$ cat src/rtl/alu_mc.sv
// Multi-cycle ALU with valid/ready on both sides; registered result and zero flag.
// Define ALU_MUL_EN to build the iterative shift-add multiplier (opcode 1010).
module alu_mc #(
  parameter int WIDTH = 32,
  parameter int SHW   = $clog2(WIDTH)
) (
  input  logic             clk,
  input  logic             rst_n,
  input  logic             in_valid,
  output logic             in_ready,
  input  logic [WIDTH-1:0] inp1,
  input  logic [WIDTH-1:0] inp2,
  input  logic [3:0]       alu_control,
  output logic             out_valid,
  input  logic             out_ready,
  output logic [WIDTH-1:0] alu_result,
  output logic             alu_zero
);

  localparam logic [3:0] OP_AND  = 4'b0000;
  localparam logic [3:0] OP_SLL  = 4'b0001;
  localparam logic [3:0] OP_ADD  = 4'b0010;
  localparam logic [3:0] OP_OR   = 4'b0011;
  localparam logic [3:0] OP_SUB  = 4'b0100;
  localparam logic [3:0] OP_SLT  = 4'b0101;
  localparam logic [3:0] OP_XOR  = 4'b0110;
  localparam logic [3:0] OP_SRL  = 4'b0111;
  localparam logic [3:0] OP_SRA  = 4'b1000;
  localparam logic [3:0] OP_SLTU = 4'b1001;

  logic             r_rdy_en;
  logic             r_out_valid;
  logic [WIDTH-1:0] r_result;
  logic [WIDTH-1:0] w_alu;
  logic [WIDTH-1:0] w_load_val;
  logic [SHW-1:0]   w_sh;
  logic             w_accept;
  logic             w_consume;
  logic             w_load;
  logic             w_idle;

  assign w_sh      = inp2[SHW-1:0];
  assign w_accept  = in_valid && in_ready;
  assign w_consume = r_out_valid && out_ready;

  // Single-cycle datapath works straight off the live inputs; it is only
  // sampled on the accept edge.
  always_comb begin
    w_alu = inp1;
    case (alu_control)
      OP_AND:  w_alu = inp1 & inp2;
      OP_SLL:  w_alu = inp1 << w_sh;
      OP_ADD:  w_alu = inp1 + inp2;
      OP_OR:   w_alu = inp1 | inp2;
      OP_SUB:  w_alu = inp1 - inp2;
      OP_SLT:  w_alu = {{(WIDTH-1){1'b0}}, ($signed(inp1) < $signed(inp2))};
      OP_XOR:  w_alu = inp1 ^ inp2;
      OP_SRL:  w_alu = inp1 >> w_sh;
      OP_SRA:  w_alu = $signed(inp1) >>> w_sh;
      OP_SLTU: w_alu = {{(WIDTH-1){1'b0}}, (inp1 < inp2)};
      default: w_alu = inp1;
    endcase
  end

`ifdef ALU_MUL_EN
  localparam logic [3:0] OP_MUL = 4'b1010;

  typedef enum logic {S_IDLE = 1'b0, S_MUL = 1'b1} state_t;
  state_t r_state, w_state_nxt;

  logic [WIDTH-1:0] r_mcand, r_mplier, r_acc, w_acc_nxt;
  logic [SHW-1:0]   r_cnt;
  logic             w_is_mul;
  logic             w_mul_done;

  assign w_is_mul   = (alu_control == OP_MUL);
  assign w_acc_nxt  = r_acc + (r_mplier[0] ? r_mcand : '0);
  assign w_mul_done = (r_state == S_MUL) && (r_cnt == SHW'(WIDTH-1));

  always_ff @(posedge clk or negedge rst_n) begin
    if (!rst_n) r_state <= S_IDLE;
    else        r_state <= w_state_nxt;
  end

  always_comb begin
    w_state_nxt = r_state;
    case (r_state)
      S_IDLE:  if (w_accept && w_is_mul) w_state_nxt = S_MUL;
      S_MUL:   if (w_mul_done)           w_state_nxt = S_IDLE;
      default: w_state_nxt = S_IDLE;
    endcase
  end

  // LSB-first shift-add: multiplicand walks left, multiplier walks right.
  always_ff @(posedge clk or negedge rst_n) begin
    if (!rst_n) begin
      r_mcand  <= '0;
      r_mplier <= '0;
      r_acc    <= '0;
      r_cnt    <= '0;
    end else if (w_accept && w_is_mul) begin
      r_mcand  <= inp1;
      r_mplier <= inp2;
      r_acc    <= '0;
      r_cnt    <= '0;
    end else if (r_state == S_MUL) begin
      r_mcand  <= r_mcand << 1;
      r_mplier <= r_mplier >> 1;
      r_acc    <= w_acc_nxt;
      r_cnt    <= r_cnt + SHW'(1);
    end
  end

  assign w_idle     = (r_state == S_IDLE);
  assign w_load     = (w_accept && !w_is_mul) || w_mul_done;
  assign w_load_val = w_mul_done ? w_acc_nxt : w_alu;
`else
  assign w_idle     = 1'b1;
  assign w_load     = w_accept;
  assign w_load_val = w_alu;
`endif

  // r_rdy_en keeps in_ready low until the first edge after reset release.
  assign in_ready = r_rdy_en && w_idle && (!r_out_valid || out_ready);

  always_ff @(posedge clk or negedge rst_n) begin
    if (!rst_n) begin
      r_rdy_en    <= 1'b0;
      r_out_valid <= 1'b0;
      r_result    <= '0;
    end else begin
      r_rdy_en <= 1'b1;
      if (w_load) begin
        r_out_valid <= 1'b1;
        r_result    <= w_load_val;
      end else if (w_consume) begin
        r_out_valid <= 1'b0;
      end
    end
  end

  assign out_valid  = r_out_valid;
  assign alu_result = r_result;
  assign alu_zero   = (r_result == '0);

endmodule
$ cat config.mk
export PLATFORM = sky130hd
export DESIGN_NAME = alu_mc
export DESIGN_NICKNAME = d
export VERILOG_FILES = /design/src/rtl/alu_mc.sv
export SDC_FILE = /design/constraint.sdc
export NUM_CORES = 1
export LEC_CHECK = 0
export CORE_MARGIN = 3
export CORE_UTILIZATION = 50
export DETAILED_ROUTE_END_ITERATION = 10
export HOLD_SLACK_MARGIN = 0.06
export PLACE_DENSITY = 0.81
export SYNTH_ARGS = -nofsm -noshare
export SYNTH_HDL_FRONTEND = slang
export SYNTH_SLANG_ARGS = --single-unit
$ cat constraint.sdc
create_clock -name clk -period 5 [get_ports clk]
set_input_delay 1 -clock clk [delete_from_list [all_inputs] [get_ports clk]]
set_output_delay 1 -clock clk [all_outputs]
set_load 0.005 [all_outputs]
# After elaboration in Yosys (flattened, before gate mapping)
# Index checks and enable logic that the tools add are counted.
classes:
  muxes: 3
  addsub: 2
  n_bitwise: 3
  shifts: 3
  order_cmp: 2
  n_eq_ne: 9
  reduce_logical: 8
ops:
  columns: ["op", "n"]
  rows:
  - ["case mux 32 bit (10 select lines)", 1]
  - ["< comparator 32 bit", 2]
  - ["adder 32 bit", 1]
  - ["AND 32 bit", 1]
  - ["zero test 32 bit", 1]
  - ["bitwise OR 32 bit", 1]
  - ["left shift 32 x 5 -> 32 bit", 1]
  - ["right shift 32 x 5 -> 32 bit", 1]
  - [">>> shifter 32 x 5 -> 32 bit", 1]
  - ["subtractor 32 bit", 1]
  - ["XOR 32 bit", 1]
  - ["== test 4 x 3 -> 1 bit (second input constant)", 4]
  - ["== test 4 x 2 -> 1 bit (second input constant)", 2]
  - ["== test 4 bit (second input constant)", 2]
  - ["== test 4 x 1 -> 1 bit (second input constant)", 1]
  - ["zero test 4 bit", 1]
  - ["logical AND 1 bit", 3]
  - ["two-way mux 1 bit", 2]
  - ["nonzero test 2 bit", 1]
  - ["zero test 1 bit", 1]
  - ["logical OR 1 bit", 1]
totals:
  reg_bits: 34
  inputBits: 72
  output_inout_bits: 35
  word_cells: 33

# Logic depth before layout (Yosys ltp)
# Gate-level depths: netlist of the first run.
depth:
  depth_word: 5
  mapped_depth: 16
  ltp_nobuf: 13

# Least setup slack after synthesis of the first run
# OpenSTA, ideal clock, no wires.
synth_timing:
  path_type: "input-to-reg"
  startpoint: "in inp2[1]"
  endpoint: "reg r_result[27], in the netlist alu_result[27]"
  arrival_time_ns: 3.987
  setup_slack_ns: 0.934
  setup_time_ns: 0.079
  required_time_ns: 4.921
  path_buffers: 5
  stages: 16
  path_cell_list: "buf_6 inv_1 buf_4 buf_4 buf_2 buf_2 ha_1 o21bai_1 o211ai_1 a31oi_1 o211ai_1 o311ai_1 a311oi_1 o21bai_1 mux2i_1 a2bb2oi_1"
synth_via:
  elab_chain_len: 2
  elab_cells_between_ends: 6
  cone_classes: "add/sub: 2; shift: 3; mux: 1"
synth_rtl:
  columns: ["element", "line", "source"]
  rows:
  - ["start: declaration", "12", "input logic [WIDTH-1:0] inp2,"]
  - ["subtractor 32 bit, or another cell as far along", "55", "OP_SUB: w_alu = inp1 - inp2;"]
  - ["case mux 32 bit (10 select lines) (*)", "50", "case (alu_control)"]
  - ["end signal: assignment", "135", "r_result <= w_load_val;"]
  - ["end: declaration", "33", "logic [WIDTH-1:0] r_result;"]
# Mark *: on every way between the ends. The rest lies on a longest branch, timed or not.
# A chain may end at the register's enable or synchronous reset.

# Worst setup path in the final report of the first run
layout_timing:
  startpoint: "in inp1[0]"
  endpoint: "reg r_result[16], in the netlist alu_result[16]"
layout_via:
  elab_chain_len: 2
  elab_cells_between_ends: 6
  cone_classes: "add/sub: 2; shift: 3; mux: 1"
layout_rtl:
  columns: ["element", "line", "source"]
  rows:
  - ["start: declaration", "11", "input logic [WIDTH-1:0] inp1,"]
  - ["subtractor 32 bit, or another cell as far along", "55", null]
  - ["case mux 32 bit (10 select lines) (*)", "50", null]
# Marked as above.

==> summary.txt, run 1 <==
Status
  • Status: complete, no violations

Place
  • Final GP Congestion: around 1.1
  • HPWL after DPL: 41300 µm
  • IO buf count: 106

Setup path
  • FF-to-FF Start: out_valid$_DFFE_PN0P_
  • Critical Path Fanout Max: 6
  • Type of the worst setup path: input pin to register
  • Startpoint Class: input pin
  • CP required: 5.17 ns
  • Crit path DAT: roughly 4.7 ns
  • Critical path launch point: inp1[0]
  • Worst setup EP type: register

Cells and area
  • Final-stage net count: between 1500 and 2000
  • Share of cells above drive strength 1: between 10% and 20%
  • P&R area growth vs syn: 16.2%
  • N_diodes: 0

Worst hold path
  • Hold Startpoint: out_valid$_DFFE_PN0P_
  • Hold Path Class: register to register

Pwr
  • PwrDens: 177 nW/µm²
  • Peak supply drop: 142 µV
  • Leakage power: 5.05 nW
  • Total power: 2.15 mW

Drt
  • DRT iter0 DRCs: 2003
  • DRC viols: 0
  • Final ANT Viol Nets: 0
  • Routed vias: 13400
  • Pre-antenna DRT Iters: 8
  • Wire per inst: 29.1 µm
  • WL final: ~54000 µm
  • Vias per cell: 7.24

Synthesis
  • Flops & latches, synth: 34
  • Synth area leaders: ha_1 (12%), dfrtp_1 (8.1%), a21oi_1 (7.5%), mux4_2 (6.7%), nor2_1 (6.1%)
  • Cells after synthesis: 1486
  • Top-area cell type share of the netlist area: 12.1%
  • FFs w/ async S/R, synth: 100%
  • Syn_nets: 1661
  • Mapped Area: 10400 µm²
  • Seq/Total Area, Yosys: 8.14%
  • Yosys warnings: 0
  • Synth cell count leaders: nor2_1 (169), a21oi_1 (157), nand2_1 (132)
  • Netlist cell types: 91
  • Mapped Avg Cell Area: 7.03 µm²
  • Synth area leader: ha_1
  • EDFF count, synth: 0
  • Leading cell type by number of instances after synthesis: nor2_1
  • Top FF cell, synth: dfrtp_1

Clock tree
  • Clk Latency, worst-skew pair: 0.30 ns
  • Post-CTS resize count: 0
  • CTS tree: built
  • H-tree Lvls: 2
  • Total CTS buffers: 5
  • Hold-fix buffers, CTS: 0
  • Sink Count: 34
  • Setup bufs post-CTS: 0
  • CTS clk-pin slew, worst paths: around 0.070 ns
  • Clock buffer depth: 2
  • Root buffer cell: clkbuf_16

STA
  • Actual slew at the worst max-slew pin: 1.10 ns
  • Fin. Hold Viols: 0
  • Slew headroom: 26.6%
  • Max Slew Vio Count: 0
  • Fin crit share: 90.7%
  • Max Freq: 0.221 GHz
  • Minimum clock period: 4.53 ns
  • RSZ-0062 raised after global routing: false
  • Worst Clk Skew: 0.00613 ns
  • Setup Total Neg Slack: 0 ns
  • Final setup violation count: 0
  • Hold Slack: 0.529 ns

GRT
  • Gr usage total: around 46%
  • Global route total overflow: 0
  • Initial antenna violation count: 5
  • Largest net degree at the start of global routing: 61
  • Vias in the first global route: 12500
  • First-pass GRT wire length: 78800 µm

Flow run
  • Max_cap viols: 0

Die
  • Starting Density: 51.3%
  • Chip Width: 151 µm
  • DIE AREA: 22700 µm²
  • Core Footprint: 20400 µm²
  • # rows: 52
  • Top Ports: 107
  • Die Y: around 150 µm
stage by stage:
| stage | setup WS [ns] | util [%] | cells | area (µm²) |
|---|---|---|---|---|
| after floorplan | 0.934 | - | 1486 | 10400 |
| after global placement | 0.292 | 58.9 | 1841 | 12000 |
| after detailed placement | 0.338 | 58.9 | 1841 | 12000 |
| after CTS | 0.636 | 59.6 | 1849 | 12100 |
| after global routing | 0.398 | 59.6 | 1849 | 12100 |
| final | 0.466 | 59.6 | 1849 | 12100 |
cells in the final DEF, fill, tap and decap left out, types with 14 or more instances in the layout:
master | synthesis | layout
a21o_1 | 18 | 18
ha_1 | 101 | 101
o211ai_1 | 27 | 27
nor2_1 | 169 | 169
nor4_1 | 20 | 20
a211oi_1 | 23 | 23
a31oi_1 | 18 | 18
o221ai_1 | 16 | 16
nor3_1 | 31 | 29
a221oi_1 | 18 | 18
mux2_2 | 21 | 21
inv_1 | 95 | 95
clkdlybuf4s50_1 | 0 | 101
a21oi_1 | 157 | 157
buf_4 | 6 | 91
mux4_2 | 31 | 31
nand4_1 | 14 | 14
mux2i_1 | 54 | 54
o22ai_1 | 16 | 16
nand3_1 | 38 | 38
o31ai_1 | 14 | 14
nand2_1 | 132 | 132
dfrtp_1 | 34 | 34
nand2b_1 | 16 | 16
o21ai_0 | 121 | 121
power by group:
part           leakage (nW)  internal, mW  switching [mW]  total (mW)
clock                0.0739         0.198           0.145       0.343
combinational          4.58         0.550           0.852        1.40
sequential            0.395         0.332          0.0691       0.401
path summary, 6_finish.rpt:
path,endpoint,slack [ns],cells past startpoint
setup / recovery,alu_result[16]$_DFFE_PN0P_,0.47,14
max in group asynchronous,alu_result[2]$_DFFE_PN0P_,3.52,1
hold / removal,out_valid$_DFFE_PN0P_,0.53,2
min in group asynchronous,alu_result[30]$_DFFE_PN0P_,0.86,1
hold reg to reg,out_valid$_DFFE_PN0P_,0.53,2
setup reg to reg,alu_result[19]$_DFFE_PN0P_,2.10,8
routing by layer:
layer  global-route usage, %  share of wire (%)  vias up
met5                       0               0.11        -
met4                    31.7                8.9        8
met3                    13.7                 14      297
met2                    69.1                 41     1188
met1                    57.6                 36     6143
li1                        -                  -     5755
worst max-delay path: stages:
cell	delay, ns
clkdlybuf4s50_1	0.60
inv_1	0.14
ha_1	0.23
inv_1	0.07
fa_1	0.22
nor2b_1	0.22
o211ai_1	0.13
a31o_2	0.28
a21oi_1	0.35
nor2_1	0.19
o21bai_1	0.45
xnor2_1	0.12
a221oi_1	0.56
a21oi_1	0.13
state kept, by name (all words and copies together) (netlist names):
register    cells
alu_result     32
out_valid       1
r_rdy_en        1
cells by family (layout without fill, tap and decap cells):
| group | count (synthesis) | count (layout) | synth area share [%] |
|---|---|---|---|
| flip-flops | 34 | 34 | 8.14 |
| other | 1 | 1 | 0.0359 |
| AND/OR/NAND/NOR | 463 | 463 | 20.4 |
| XOR/XNOR | 7 | 7 | 0.587 |
| adder cells (fa/ha/maj) | 103 | 103 | 12.5 |
| multiplexers | 107 | 107 | 14.3 |
| AO/OA/AOI/OAI | 559 | 559 | 35.2 |
| buffers and inverters | 212 | 305 | 8.83 |
layout make-up:
type	count	area [µm²]
inverters	100	375
repair buffers	197	1730
multi-input cells	1240	8700
well taps	270	338
flip-flops and latches	34	851
clock inverters	1	5.00
fillers	1985	8220
clock buffers	7	143
(Power assumes the default switching activity.)
==> run 2: changes to the inputs <==
==> constraint.sdc (replaced) <==
create_clock -name clk -period 5.7 [get_ports clk]
set_input_delay 1.14 -clock clk [delete_from_list [all_inputs] [get_ports clk]]
set_output_delay 1.14 -clock clk [all_outputs]
set_load 0.005 [all_outputs]
==> summary.txt, run 2 (synthesized netlist as in run 1, its figures left out) <==
Status
  • Status: complete, no violations

GRT
  • Gr usage total: 45.5% (-0.96 points)
  • First-pass GRT wire length: 77500 µm (-1.8%)
  • GR Layer Usage met3: 13.6% (-0.090 points)
  • Largest net degree at the start of global routing: 81 (+33%)
  • Grt met1 use: 56.0% (-1.6 points)
  • Global route total overflow: 0 (unchanged)
  • Vias in the first global route: 12300 (-1.5%)
  • GRT Max-Usage Layer: met2
  • Met2 usage: 68.7% (-0.40 points)
  • Initial antenna violation count: 1 (-4)

Drt
  • Routed vias: 13300 (-0.77%)
  • WL final: 53100 µm (-1.2%)
  • DRT iter0 DRCs: 2055 (+2.6%)
  • Final ANT Viol Nets: 0 (unchanged)
  • Wire per inst: 29.3 µm (+0.77%)
  • Vias per cell: 7.33 (+1.2%)
  • DRC viols: 0 (unchanged)
  • Pre-antenna DRT Iters: 7 (-1)

Die
  • Top Ports: 107 (unchanged)
  • Die Y: 151 µm (unchanged)
  • Starting Density: 51.3% (unchanged)
  • DIE AREA: 22700 µm² (unchanged)
  • # rows: 52 (unchanged)
  • Core Footprint: 20400 µm² (unchanged)
  • Chip Width: 151 µm (unchanged)

Pwr
  • PwrDens: 156 nW/µm² (-12%)
  • Leakage power: 4.87 nW (-3.6%)
  • Peak supply drop: 116 µV (-19%)

STA
  • Fin. Hold Viols: 0 (unchanged)
  • Max Freq: slightly above 0.2 GHz
  • Worst Clk Skew: 0.00350 ns (-0.00263 ns)
  • RSZ-0062 raised after global routing: false
  • Final setup violation count: 0 (unchanged)
  • Slew headroom: 28.3% (+1.7 points)
  • Max Slew Vio Count: 0 (unchanged)
  • Actual slew at the worst max-slew pin: 1.07 ns (-0.0258 ns)
  • Fin crit share: 85.4%
  • Minimum clock period: around 4.9 ns
  • Setup Total Neg Slack: 0 ns (unchanged)

Place
  • Area post-placement: 11700 µm² (-2.3%)
  • HPWL after DPL: 40400 µm (-2.3%)
  • IO buf count: 106 (unchanged)
  • Final GP Congestion: 1.05 (-3.5%)

Setup path
  • Type of the worst setup path: input pin to register
  • Critical Path Fanout Max: 11 (+5)
  • Crit-path slowest cell: clkdlybuf4s50_1
  • Worst-path cell chain: clkdlybuf4s50_1 -> inv_1 -> ha_1 -> a211oi_1 -> o21ai_0 -> a221oi_1 -> o21ai_0 -> a21o_1 -> a21oi_1 -> o21ai_0 -> o22ai_1 -> a21oi_1
  • Top delay family on crit path: compound AO/OA/AOI/OAI gates
  • Most used cell, CP: o21ai_0
  • Worst setup EP type: register
  • Startpoint Class: input pin
  • Crit path buf inv count: 2 (-1)
  • Slowest stage delay, CP: 0.79 ns (+0.19 ns)
  • CP required: 5.86 ns (+0.69 ns)
  • Crit path DAT: 5.03 ns (+0.33 ns)

Clock tree
  • Sink Count: 34 (unchanged)
  • CTS clk-pin slew, worst paths: 0.06 ns (about the same)
  • Clk Latency, worst-skew pair: 0.31 ns (about the same)
  • Setup bufs post-CTS: 0 (unchanged)
  • CTS tree: built
  • H-tree Lvls: 2 (unchanged)
  • Hold-fix buffers, CTS: 0 (unchanged)
  • Post-CTS resize count: 0 (unchanged)
  • Total CTS buffers: 5 (unchanged)
  • Clock buffer depth: 2 (unchanged)
  • Root buffer cell: clkbuf_16

Cells and area
  • Core Util, Final: 58.2% (-1.4 points)
  • Most frequent cells in the layout: nor2_1 (169), a21oi_1 (157), nand2_1 (132), o21ai_0 (121)
  • P&R area growth vs syn: 13.5%
  • Final-stage net count: 1717 (-2.1%)
  • Commonest non-fill, non-tap cell in the layout: nor2_1
  • Design Area, Final: 11900 µm² (-2.3%)
  • Share of cells above drive strength 1: 9.79% (-2.1 points)
  • Max FFs per register: 32 (unchanged)

Flow run
  • Max_cap viols: 0 (unchanged)

Worst hold path
  • Hold Path Class: register to register
run 2: through the flow:
step	total power, mW	instances	setup slack [ns]	hold slack (ns)
floorplan	1.01	1486	1.49	0.495
global placement	1.50	1805	0.781	0.509
detailed placement	1.50	1805	0.745	0.525
CTS	1.80	1812	1.03	0.544
global route	1.92	1812	0.678	0.562
finish	1.85	1813	0.830	0.554
run 2: worst paths after layout:
kind	startpoint	to	slack, ns	cells past startpoint
setup / recovery	inp1[1]	alu_result[13]$_DFFE_PN0P_	0.83	12
hold / removal	alu_result[8]$_DFFE_PN0P_	alu_result[8]$_DFFE_PN0P_	0.55	2
setup reg to reg	out_valid$_DFFE_PN0P_	alu_result[27]$_DFFE_PN0P_	2.13	8
hold reg to reg	alu_result[8]$_DFFE_PN0P_	alu_result[8]$_DFFE_PN0P_	0.55	2
max in group asynchronous	rst_n	alu_result[12]$_DFFE_PN0P_	4.03	1
min in group asynchronous	rst_n	alu_result[31]$_DFFE_PN0P_	1.02	1
run 2: layout make-up:
class | count | area, µm²
diodes | 1 | 2.50
well taps | 270 | 338
clock buffers | 5 | 125
repair buffers | 161 | 1460
fillers | 1989 | 8500
flip-flops and latches | 34 | 851
inverters | 100 | 375
clock inverters | 2 | 10.0
multi-input cells | 1240 | 8700
run 2: report_power, final:
part	switching (mW)	internal, mW
clock	0.134	0.159
combinational	0.741	0.465
sequential	0.0598	0.291
run 2: worst min-delay path: stages (launching register included):
cell and delay (ns):
dfrtp_1 0.38, nand2_1 0.06, o21ai_0 0.08
run 2: layer usage:
| layer | up-vias | routed length [µm] |
|---|---|---|
| met4 | 2 | 4740 |
| li1 | 5668 | - |
| met2 | 1244 | 22200 |
| met3 | 302 | 7470 |
| met5 | - | 11 |
| met1 | 6072 | 18600 |
